## config.mk

```make
export PLATFORM = sky130hd
export DESIGN_NAME = loss_batch_accum
export DESIGN_NICKNAME = d
export VERILOG_FILES = /design/src/rtl/loss_batch_accum.sv
export SDC_FILE = /design/constraint.sdc
export NUM_CORES = 1
export LEC_CHECK = 0
export BUFFER_PORTS_ARGS = -buffer_cell sky130_fd_sc_hd__buf_4
export CORE_ASPECT_RATIO = 0.9
export CORE_MARGIN = 1.5
export CORE_UTILIZATION = 53
export CTS_BUF_LIST = sky130_fd_sc_hd__clkbuf_8
export DETAILED_ROUTE_END_ITERATION = 10
export GPL_TIMING_DRIVEN = 0
export PLACE_DENSITY = 0.78
export SLEW_MARGIN = 0
export SYNTH_ARGS = -nofsm -noshare
export SYNTH_HDL_FRONTEND = slang
export SYNTH_SLANG_ARGS = --single-unit
```

## constraint.sdc

```tcl
create_clock -name clk_i -period 2.7 [get_ports clk_i]
set_clock_uncertainty 0.15 [all_clocks]
set_input_delay 0.135 -clock clk_i [delete_from_list [all_inputs] [get_ports clk_i]]
set_output_delay 0.135 -clock clk_i [all_outputs]
set_load 0.01 [all_outputs]
```

## src/rtl/loss_batch_accum.sv

```systemverilog
// loss_batch_accum
//   Batch-mean stage placed after the per-sample squared-error loss stage.
//   Accepts 2**BATCH_LOG2 unsigned losses over a valid/ready handshake. Sums
//   them in an accumulator that cannot overflow. Presents the truncated mean
//   over a second valid/ready handshake.
//
//   Optional feature macro: LOSS_BATCH_MAX_EN
//     When defined, adds output max_o. It carries the largest loss accepted
//     in the current batch.
//
//   Timing: the last sample is accepted at edge N. mean_o is loaded at N+1.
//   mean_valid_o rises at N+2. The consumer can complete the handshake at
//   N+3 at the earliest, which returns the FSM to IDLE.
module loss_batch_accum #(
  parameter int LOSS_W     = 46,
  parameter int BATCH_LOG2 = 3
) (
  input  logic                  clk_i,
  input  logic                  rst_i,
  input  logic                  start_i,
  input  logic                  loss_valid_i,
  input  logic [LOSS_W-1:0]     loss_i,
  output logic                  loss_ready_o,
  output logic                  mean_valid_o,
  output logic [LOSS_W-1:0]     mean_o,
  input  logic                  mean_ready_i,
`ifdef LOSS_BATCH_MAX_EN
  output logic [LOSS_W-1:0]     max_o,
`endif
  output logic                  busy_o,
  output logic [BATCH_LOG2:0]   count_o
);

  localparam int ACC_W = LOSS_W + BATCH_LOG2;
  localparam int CNT_W = BATCH_LOG2 + 1;

  // Count value held just before the final sample of a batch is accepted.
  localparam logic [CNT_W-1:0] LAST_CNT = CNT_W'((1 << BATCH_LOG2) - 1);

  localparam logic [1:0] IDLE  = 2'd0;
  localparam logic [1:0] ACCUM = 2'd1;
  localparam logic [1:0] DIV   = 2'd2;
  localparam logic [1:0] OUT   = 2'd3;

  logic [1:0]        state_r;
  logic [1:0]        state_next_s;
  logic [ACC_W-1:0]  acc_r;
  logic [CNT_W-1:0]  count_r;
  logic [LOSS_W-1:0] mean_r;
  logic              mean_valid_r;
  logic              loss_ready_r;
  logic              busy_r;

  logic              restart_s;
  logic              accept_s;
  logic              last_s;
  logic              handshake_s;
  logic              mean_valid_next_s;

  // Decode the handshake events seen by the current state.
  always_comb begin
    restart_s   = 1'b0;
    accept_s    = 1'b0;
    last_s      = 1'b0;
    handshake_s = 1'b0;
    case (state_r)
      IDLE: begin
        restart_s = start_i;
      end
      ACCUM: begin
        // A start pulse wins over a sample presented in the same cycle.
        restart_s = start_i;
        accept_s  = loss_valid_i & loss_ready_r & ~start_i;
        last_s    = accept_s & (count_r == LAST_CNT);
      end
      OUT: begin
        handshake_s = mean_valid_r & mean_ready_i;
      end
      default: begin
        restart_s   = 1'b0;
        accept_s    = 1'b0;
        last_s      = 1'b0;
        handshake_s = 1'b0;
      end
    endcase
  end

  // Next-state logic for the IDLE/ACCUM/DIV/OUT sequence.
  always_comb begin
    state_next_s = state_r;
    case (state_r)
      IDLE: begin
        if (start_i) begin
          state_next_s = ACCUM;
        end else begin
          state_next_s = IDLE;
        end
      end
      ACCUM: begin
        if (restart_s) begin
          state_next_s = ACCUM;
        end else if (last_s) begin
          state_next_s = DIV;
        end else begin
          state_next_s = ACCUM;
        end
      end
      DIV: begin
        state_next_s = OUT;
      end
      OUT: begin
        if (handshake_s) begin
          state_next_s = IDLE;
        end else begin
          state_next_s = OUT;
        end
      end
      default: begin
        state_next_s = IDLE;
      end
    endcase
  end

  // mean_valid rises one edge after entering OUT, so mean_o is already stable.
  // It drops on the edge that completes the handshake.
  always_comb begin
    mean_valid_next_s = 1'b0;
    if (state_r == OUT) begin
      mean_valid_next_s = ~handshake_s;
    end else begin
      mean_valid_next_s = 1'b0;
    end
  end

  // State register plus the registered handshake and status outputs.
  always_ff @(posedge clk_i or negedge rst_i) begin
    if (!rst_i) begin
      state_r      <= IDLE;
      loss_ready_r <= 1'b0;
      busy_r       <= 1'b0;
      mean_valid_r <= 1'b0;
    end else begin
      state_r      <= state_next_s;
      loss_ready_r <= (state_next_s == ACCUM);
      busy_r       <= (state_next_s != IDLE);
      mean_valid_r <= mean_valid_next_s;
    end
  end

  // Accumulator and sample counter. A start pulse clears them. Each accept advances them.
  always_ff @(posedge clk_i or negedge rst_i) begin
    if (!rst_i) begin
      acc_r   <= '0;
      count_r <= '0;
    end else if (restart_s) begin
      acc_r   <= '0;
      count_r <= '0;
    end else if (accept_s) begin
      acc_r   <= acc_r + {{BATCH_LOG2{1'b0}}, loss_i};
      count_r <= count_r + CNT_W'(1);
    end else begin
      acc_r   <= acc_r;
      count_r <= count_r;
    end
  end

  // Load the truncated mean during DIV. Otherwise hold it until the next batch completes.
  always_ff @(posedge clk_i or negedge rst_i) begin
    if (!rst_i) begin
      mean_r <= '0;
    end else if (state_r == DIV) begin
      mean_r <= acc_r[ACC_W-1:BATCH_LOG2];
    end else begin
      mean_r <= mean_r;
    end
  end

`ifdef LOSS_BATCH_MAX_EN
  logic [LOSS_W-1:0] max_r;

  // Track the largest accepted loss of the current batch.
  always_ff @(posedge clk_i or negedge rst_i) begin
    if (!rst_i) begin
      max_r <= '0;
    end else if (restart_s) begin
      max_r <= '0;
    end else if (accept_s && (loss_i > max_r)) begin
      max_r <= loss_i;
    end else begin
      max_r <= max_r;
    end
  end

  assign max_o = max_r;
`endif

  assign loss_ready_o = loss_ready_r;
  assign mean_valid_o = mean_valid_r;
  assign mean_o       = mean_r;
  assign busy_o       = busy_r;
  assign count_o      = count_r;

endmodule
```

After elaboration in Yosys (flattened, before gate mapping)
Cells that the tools add are included.
{"block": "word_totals", "output_inout_bits": 53, "reg_bits": 104, "romBits": 0, "inputBits": 51, "wordCells": 38, "latch_bits": 0, "memories": 0, "ramBits": 0}
{"block": "op_classes", "addsub": 2, "n_mul": 0, "muxes": 14, "reduce_logical": 4, "shift": 0, "div_mod_pow": 0, "bitwise": 6, "eq_ne": 5, "magnitude_cmp": 0}
{"cell": "49-bit two-way mux", "n": 2}
{"cell": "49-bit by 46-bit adder with 49-bit output", "n": 1}
{"cell": "4-bit two-way mux", "n": 2}
{"cell": "2-bit case mux with 4 select lines", "n": 1}
{"cell": "1-bit two-way mux", "n": 6}
{"cell": "2-bit two-way mux", "n": 3}
{"cell": "4-bit by 1-bit adder with 4-bit output, second input constant", "n": 1}
{"cell": "1-bit AND", "n": 4}
{"cell": "2-bit by 1-bit equality test with 1-bit output, second input constant", "n": 2}
{"cell": "2-bit equality test, second input constant", "n": 2}
{"cell": "4-bit by 3-bit equality test with 1-bit output, second input constant", "n": 1}
{"cell": "2-bit nonzero test", "n": 2}
{"cell": "2-bit zero test", "n": 1}
{"cell": "1-bit inverter", "n": 2}
{"cell": "2-bit OR reduction", "n": 1}

Depth between registers and ports, before layout
Gate-level depths: netlist of run 1.
{"block": "logic_depth", "ltp_word": 8, "mapped_depth": 12, "depth_no_buf": 12}

Least setup slack after synthesis of run 1
OpenSTA, ideal clock, no wires.
{"block": "synth_path", "path_type": "register -> register", "startpoint": "reg acc_r[14]", "endpoint": "reg acc_r[41]", "slack_ns": -0.142, "path_stages_with_launch": 12, "synth_period_minus_slack_ns": 2.842, "path_buffers": 1, "required_ns": 2.421, "setup_ns": 0.129, "t_arrival_ns": 2.563, "cell_sequence": "dfrtp_1 -> ha_1 -> buf_2 -> a21oi_1 -> o21ai_1 -> a221oi_2 -> o311ai_2 -> a22oi_2 -> o211ai_2 -> a2111oi_1 -> or4_1 -> nand3_1"}
{"block": "synth_via", "elab_chain_len": 3}
{"item": "from (decl)", "line": "47", "rtl": "logic [ACC_W-1:0] acc_r;"}
{"item": "from (signal assigned)", "line": "159", "rtl": "acc_r <= acc_r + {{BATCH_LOG2{1'b0}}, loss_i};"}
{"item": "from (signal assigned)", "line": "162", "rtl": "acc_r <= acc_r;"}
{"item": "49-bit by 46-bit adder with 49-bit output", "line": "159"}
{"item": "49-bit two-way mux", "line": "158", "rtl": "end else if (accept_s) begin"}
{"item": "49-bit two-way mux", "line": "155", "rtl": "end else if (restart_s) begin"}
Every way passes these cells. The select of a mux whose other input is x is not followed.
A chain may end at the register's enable or synchronous reset.

Final worst setup path of run 1
{"block": "layout_path", "startpoint": "reg acc_r[20]", "endpoint": "reg acc_r[30]"}
The elaborated chain is that of the path after synthesis.

==> metrics.md, run 1 <==
| Metric | Value |
|---|---|
| Initial antenna violation count | 0 |
| First-pass GRT wire length | 28700 µm |
| Cell Rows | 38 |
| Slowest Stage Delay on Critical Path | 0.44 ns |
| Largest family of logic cells by synthesized area | compound AO/OA/AOI/OAI gates |
| Slew HR | 36.0% |
| Dpl ws | -0.454 ns |
| Via count | 6113 |
| Status | finished with violations |
| Reg2reg path depth | 11 |
| Crit Path Max Fanout | 4 |
| Adder-cell area share of the yosys netlist | 9.36% |
| Worst hold stages | 4 |
| Initial Util | 54.2% |
| Post-route ant nets | 0 |
| Synthesized flop and latch total | 104 |
| Post-synthesis compound-gate area fraction | 18.3% |
| Total track usage | 27.8% |
| F_max | 339 MHz |
| Hold slack | 0.0363 ns |
| Initial DRC Count | 372 |
| Detailed-route wire length | 18300 µm |
| TritonCTS clock tree | done |
| LEAKAGE | 0.00405 µW |
| Slew Limit Fails | 0 |
| Slew of the pin with the lowest slew margin | 0.956 ns |
| Synth Area in XOR/XNOR | 5.53% |
| Number of flops mapped to enable cells by yosys | 0 |
| Yosys top cell area share | 40.1% |
| Root Buffer | clkbuf_8 |
| Register area share after synthesis | 40.1% |
| Clock transition at path regs | 0.10 ns |
| R2R Setup Slk | -0.25 ns |
| Top cells by area, synth | dfrtp_1 40%, ha_1 9.1%, mux2_2 8.0%, a21oi_1 4.3%, o21ai_0 4.3% |
| CP arrival | 3.11 ns |
| Non-Filler Cell Area, Final | 0.00863 mm² |
| Area grow syn2layout | 32.8% |
| Final Hold Viols | 0 |
| Setup crit end kind | flop |
| MaxCap Viol Count | 0 |
| # DRC | 0 |
| Simple-Gate Fraction of Synth Area | 15.5% |
| Syn Nets | 783 |
| Die area | 0.0129 mm² |
| Count leader, synth | dfrtp_1 |
| CP top delay family | compound AO/OA/AOI/OAI gates |
| Slowest cell on the critical path | dfrtp_1 |
| Multiplexer area fraction after synthesis | 8.44% |
| Gate Count Post-Synth | 684 |
| # IOs | 104 |
| DIE WIDTH | 120 µm |
| Synth Cell Area | 0.00650 mm² |
| Vias in the first global route | 5892 |
| Total power | 5790 µW |
| Placed Area | 0.00751 mm² |
| Crit path cell chain | ha_4, nand4_1, or2_4, a211o_1, a311o_1, buf_4, a31oi_2, a21bo_1, a21oi_1, xor2_1, o21ai_1 |
| Clk_lat worst skew | 0.40 ns |
| Worst hold path class | in2reg |
| Fin nets | 942 |
| Antenna diodes | 0 |
| Fin crit period | 2.95 ns |
| GRT overflow | 0 |
| RSZ-0062 raised after global routing | yes |
| Failing checks | negative setup slack |
| # setup viols final | 19 |
| Share of layout cells above drive strength 1 | 35.3% |
| Worst r2r dst | acc_r[30] |
| Setup WS post-layout | -0.246 ns |
| Setup Crit Path Kind | reg2reg |
| Final RePlAce weighted congestion | 0.945 |
| Maximum vdd drop | 0.000331 V |
| Crit path buffers/inverters | 1 |
| Top post-synthesis cells by count | 104 x dfrtp_1, 63 x nand2_1, 56 x a21oi_1, 56 x o21ai_0, 51 x nand3_1 |
| H-tree depth | 3 |
| Worst-case clock buffer depth | 2 |
| Hold path start | loss_i[4] |
| WHS Endpoint | acc_r[4] |
| Vias per cell | 6.06 |
| Top FF cell, synth | dfrtp_1 |
| Fraction of registers with async set or reset after synthesis | 100% |
| CTS Buf Count | 9 |
| Core Area | 0.0120 mm² |
| CP Launch Type | flop |
| Yosys warns | 0 |
| Port bufs | 103 |
| Pin count of the biggest net entering global routing | 105 |
| Avg Cell Area, Syn | 9.50 µm² |
| Dpl hpwl | 11900 µm |
| Worst r2r src | acc_r[20] |
| Die Y | 108 µm |
| Period utilization | 109% |
| Avg WL per Cell | 18.2 µm |
| Req. time, crit path | 2.87 ns |
| Clock Sinks | 104 |
| Leading area contributor after synthesis | dfrtp_1 |
| DR pass1 iterations | 5 |
| Power per cell area | 671 mW/mm² |
| Yosys cell types | 60 |
-- worst max-delay path by stage --
| stage | from | to | slack, ns | depth (start not counted) |
|---|---|---|---|---|
| global placement | acc_r[0] | acc_r[44] | -0.42 | 12 |
| floorplan | acc_r[21] | acc_r[48] | -0.09 | 12 |
| detailed placement | acc_r[14] | acc_r[41] | -0.45 | 11 |
| global route | acc_r[1] | acc_r[43] | -0.32 | 11 |
| finish | acc_r[20] | acc_r[30] | -0.25 | 11 |
| CTS | acc_r[21] | acc_r[48] | -0.19 | 11 |
-- metal layers --
metal | wire, µm | vias to the layer above | share of wire [%] | track usage [%]
met3 | 1090 | 51 | 6.0 | 4.64
li1 | - | 2820 | - | -
met2 | 8710 | 252 | 48 | 45.2
met4 | 584 | 0 | 3.2 | 10.1
met5 | 0 | - | 0 | 0
met1 | 7930 | 2990 | 43 | 37.7
-- worst min-delay path, stage by stage --
cell and delay, ns:
buf_4 0.10, ha_4 0.15, xnor2_1 0.11, o21ai_0 0.06
-- kinds of logic after synthesis --
group | after synthesis
compound gates | 192
xor+xnor | 41
fa+ha+maj | 48
buf+inv | 46
flops | 104
mux | 49
simple gates | 204
-- layout by cell type (no fill, tap or decap), types with 4 or more instances in the layout --
| cell | count |
|---|---|
| o21ai_0 | 36 |
| nand3_1 | 49 |
| ha_4 | 18 |
| clkbuf_8 | 10 |
| dlygate4sd3_1 | 4 |
| buf_4 | 147 |
| a21oi_2 | 11 |
| o21ai_1 | 19 |
| nand2b_1 | 9 |
| clkbuf_1 | 23 |
| nor2_1 | 26 |
| dfrtp_1 | 104 |
| ha_1 | 26 |
| xor2_1 | 14 |
| inv_1 | 16 |
| and3_1 | 4 |
| mux2_2 | 46 |
| o211ai_1 | 6 |
| nor2b_1 | 5 |
| o21ai_2 | 6 |
| o21bai_1 | 8 |
| nand4_1 | 11 |
| nand2_1 | 61 |
| buf_6 | 4 |
| xnor2_1 | 25 |
| a211oi_1 | 4 |
| nand4b_1 | 4 |
| nor3_1 | 7 |
| a21o_1 | 13 |
| a21oi_1 | 44 |
-- where the power goes --
part	internal [µW]	total (µW)	switching [µW]
sequential	1740	1940	199
combinational	1340	2930	1590
clock	356	917	562
total	3440	5790	2350
-- registers in the layout, summed over array words and instances (netlist names) --
| name | flops |
|---|---|
| acc_r | 49 |
| count_o | 4 |
| loss_ready_o | 1 |
| mean_valid_o | 1 |
| busy_o | 1 |
| state_r | 2 |
| mean_o | 46 |
-- area by class of cell --
cell class / count / area, µm²
tap: 160 / 200
clock inverter: 6 / 37.5
sequential: 104 / 2600
fill: 842 / 3350
multi-input combinational: 534 / 4320
inverter: 15 / 56.3
buffer: 24 / 90.1
timing repair buffer: 155 / 1190
clock buffer: 10 / 138
-- stage by stage --
| step | std cells | TNS [ns] | util [%] |
|---|---|---|---|
| 3_3_place_gp | 947 | -6.65 | 62.7 |
| 4_1_cts | 993 | -1.69 | 69.2 |
| 5_1_grt | 1008 | -4.61 | 72.0 |
| 2_1_floorplan | 684 | -0.242 | - |
| 6_report | 1008 | -2.32 | 72.0 |
| 3_5_place_dp | 947 | -7.57 | 62.7 |
-- what timing repair did --
item	in CTS	in global routing
pin swaps	46	49
setup buffers	32	17
endpoints found under the hold margin	110	0
hold buffers	4	0
setup endpoints to repair	29	31
resized for setup	72	49
Power figures use the tool's default switching activity.
==> run 2, diff against run 1 <==
--- a/config.mk
+++ b/config.mk
@@ -5,8 +5,9 @@
 export SDC_FILE = /design/constraint.sdc
 export NUM_CORES = 1
 export LEC_CHECK = 0
+export ABC_AREA = 0
 export BUFFER_PORTS_ARGS = -buffer_cell sky130_fd_sc_hd__buf_4
-export CORE_ASPECT_RATIO = 0.9
+export CORE_ASPECT_RATIO = 0.7
 export CORE_MARGIN = 1.5
 export CORE_UTILIZATION = 53
 export CTS_BUF_LIST = sky130_fd_sc_hd__clkbuf_8
==> metrics.md, run 2 (synthesis results as in run 1) <==
| Metric | Value |
|---|---|
| CP arrival | 3.15 ns (+0.04 ns) |
| CP Launch Type | flop |
| Dpl ws | -0.519 ns (-0.0656 ns) |
| Status | finished with violations |
| Setup TNS | -3.88 ns (-1.56 ns) |
| R2R Setup Slk | -0.32 ns (-0.07 ns) |
| Die area | 0.0129 mm² (about the same) |
| F_max | 331 MHz (-2.4%) |
| Initial DRC Count | 720 (+94%) |
| GRT overflow | 0 (unchanged) |
| Cell Rows | 33 (-13%) |
| Fin crit period | 3.02 ns (+0.0726 ns) |
| Share of layout cells above drive strength 1 | 34.6% (-0.70 points) |
| Detailed-route wire length | 19200 µm (+5.1%) |
| Worst hold path class | in2reg |
| Post-route ant nets | 0 (unchanged) |
| Final Hold Viols | 0 (unchanged) |
| Commonest non-fill, non-tap cells in the layout | 140 x buf_4, 103 x dfrtp_1, 62 x nand2_1, 51 x nand3_1, 46 x mux2_2 |
| Worst r2r dst | acc_r[48] |
| Vias per cell | 6.18 (+1.9%) |
| Clk_lat worst skew | 0.40 ns (about the same) |
| Setup crit end kind | flop |
| Core Area | 0.0118 mm² (-1.4%) |
| First-pass GRT wire length | 29100 µm (+1.4%) |
| Reg2reg path depth | 10 (-1) |
| Slew HR | 30.9% (-5.1 points) |
| Dpl hpwl | 12600 µm (+5.6%) |
| MaxCap Viol Count | 0 (unchanged) |
| Inst Count DP | 944 (-0.32%) |
| RSZ-0062 raised after global routing | yes |
| Non-Filler Instances | 999 (-0.89%) |
| Crit Path Max Fanout | 3 (-1) |
| Setup WS post-layout | -0.319 ns (-0.0726 ns) |
| WHS Endpoint | acc_r[0] |
| Hold slack | 0.00830 ns (-0.0280 ns) |
| CP top delay family | compound AO/OA/AOI/OAI gates |
| # IOs | 104 (unchanged) |
| Slew Limit Fails | 0 (unchanged) |
| Most common cell after layout, fill and taps aside | buf_4 |
| Vias in the first global route | 5725 (-2.8%) |
| Crit path from | acc_r[21] |
| Clock transition at path regs | 0.11 ns (about the same) |
| Failing checks | negative setup slack |
| Antenna diodes | 0 (unchanged) |
| Crit path cell chain | ha_4, nand4_1, or2_4, a211o_1, a311o_1, a31oi_2, o22a_2, a31oi_4, mux2i_1, nand3_1 |
| Slew of the pin with the lowest slew margin | 1.03 ns (+0.0763 ns) |
| Biggest register | acc_r |
| Req. time, crit path | 2.83 ns (-0.04 ns) |
| Worst-case clock buffer depth | 2 (unchanged) |
| Area grow syn2layout | 32.9% (about the same) |
| # setup viols final | 23 (+4) |
| Period utilization | 112% (+2.7 points) |
| Setup Crit Path Kind | reg2reg |
| Via count | 6172 (+0.97%) |
| # DRC | 0 (unchanged) |
| Maximum vdd drop | 0.000349 V (+5.6%) |
| Pin count of the biggest net entering global routing | 105 (unchanged) |
| Power per cell area | 690 mW/mm² (+2.8%) |
| TritonCTS clock tree | done |
| Total power | 5960 µW (+2.8%) |
| DIE WIDTH | 135 µm (+13%) |
| DR pass1 iterations | 5 (unchanged) |
| Max FFs per register | 49 (unchanged) |
| Hold path start | loss_i[0] |
| CTS Buf Count | 9 (unchanged) |
| Clock Sinks | 104 (unchanged) |
| Die Y | 95.6 µm (-11%) |
| Slowest cell on the critical path | dfrtp_1 |
| Crit path buffers/inverters | 0 (-1) |
| H-tree depth | 3 (unchanged) |
| Final RePlAce weighted congestion | 0.883 (-6.6%) |
| Total track usage | 29.1% (+1.3 points) |
| Worst hold stages | 4 (unchanged) |
| Initial antenna violation count | 0 (unchanged) |
| Root Buffer | clkbuf_8 |
| Initial Util | 55.0% (+0.79 points) |
| Slowest Stage Delay on Critical Path | 0.43 ns (about the same) |
| Port bufs | 103 (unchanged) |
| Avg WL per Cell | 19.3 µm (+6.0%) |
| Fin nets | 936 (-0.64%) |
| Worst r2r src | acc_r[21] |
| LEAKAGE | 0.00402 µW (-0.73%) |
[run 2: area by class of cell]
type	instances	area (µm²)
Multi-Input combinational cell	534	4310
Sequential cell	104	2600
Clock inverter	5	61.3
Fill cell	822	3180
Inverter	15	56.3
Buffer	24	90.1
Timing Repair Buffer	149	1160
Clock buffer	11	151
Tap cell	157	196
[run 2: metrics by stage]
stage	cell area, µm²	util, %
after CTS	8290	70.2
after detailed placement	7510	63.6
after global routing	8630	73.1
after global placement	7510	63.6
final	8630	73.1
after floorplan	6540	-
[run 2: repair_timing]
action	CTS	global route
pin swaps	42	43
buffers inserted	24	17
endpoints found under the hold margin	109	4
hold buffers	3	1
endpoints found under the setup margin	29	30
resized for setup	70	44
[run 2: worst max path at each step]
stage	endpoint	slack [ns]	cells past startpoint
after floorplan	acc_r[48]	-0.09	12
after detailed placement	acc_r[20]	-0.52	12
after CTS	acc_r[48]	-0.24	11
after global routing	acc_r[48]	-0.42	10
final	acc_r[48]	-0.32	10
after global placement	acc_r[41]	-0.49	11
[run 2: power breakdown]
group	internal, µW	total (µW)	switching (µW)
clock network	489	1090	602
logic	1310	2920	1610
registers	1740	1940	199
total	3550	5960	2410
[run 2: tightest hold or removal path, delay by kind of cell]
family,cells,cell delay [ns]
AO/OA/AOI/OAI,1,0.12
AND/OR/NAND/NOR,1,0.04
buffers and inverters,1,0.10
adder cells (fa/ha/maj),1,0.12
[run 2: per-layer routing]
| metal | routed length (µm) | track usage [%] | vias to the layer above |
|---|---|---|---|
| li1 | - | - | 2803 |
| met1 | 8590 | 41.4 | 2977 |
| met2 | 8650 | 44.8 | 339 |
| met3 | 1510 | 5.42 | 53 |
| met5 | 0 | 0 | - |
| met4 | 485 | 10.0 | 0 |
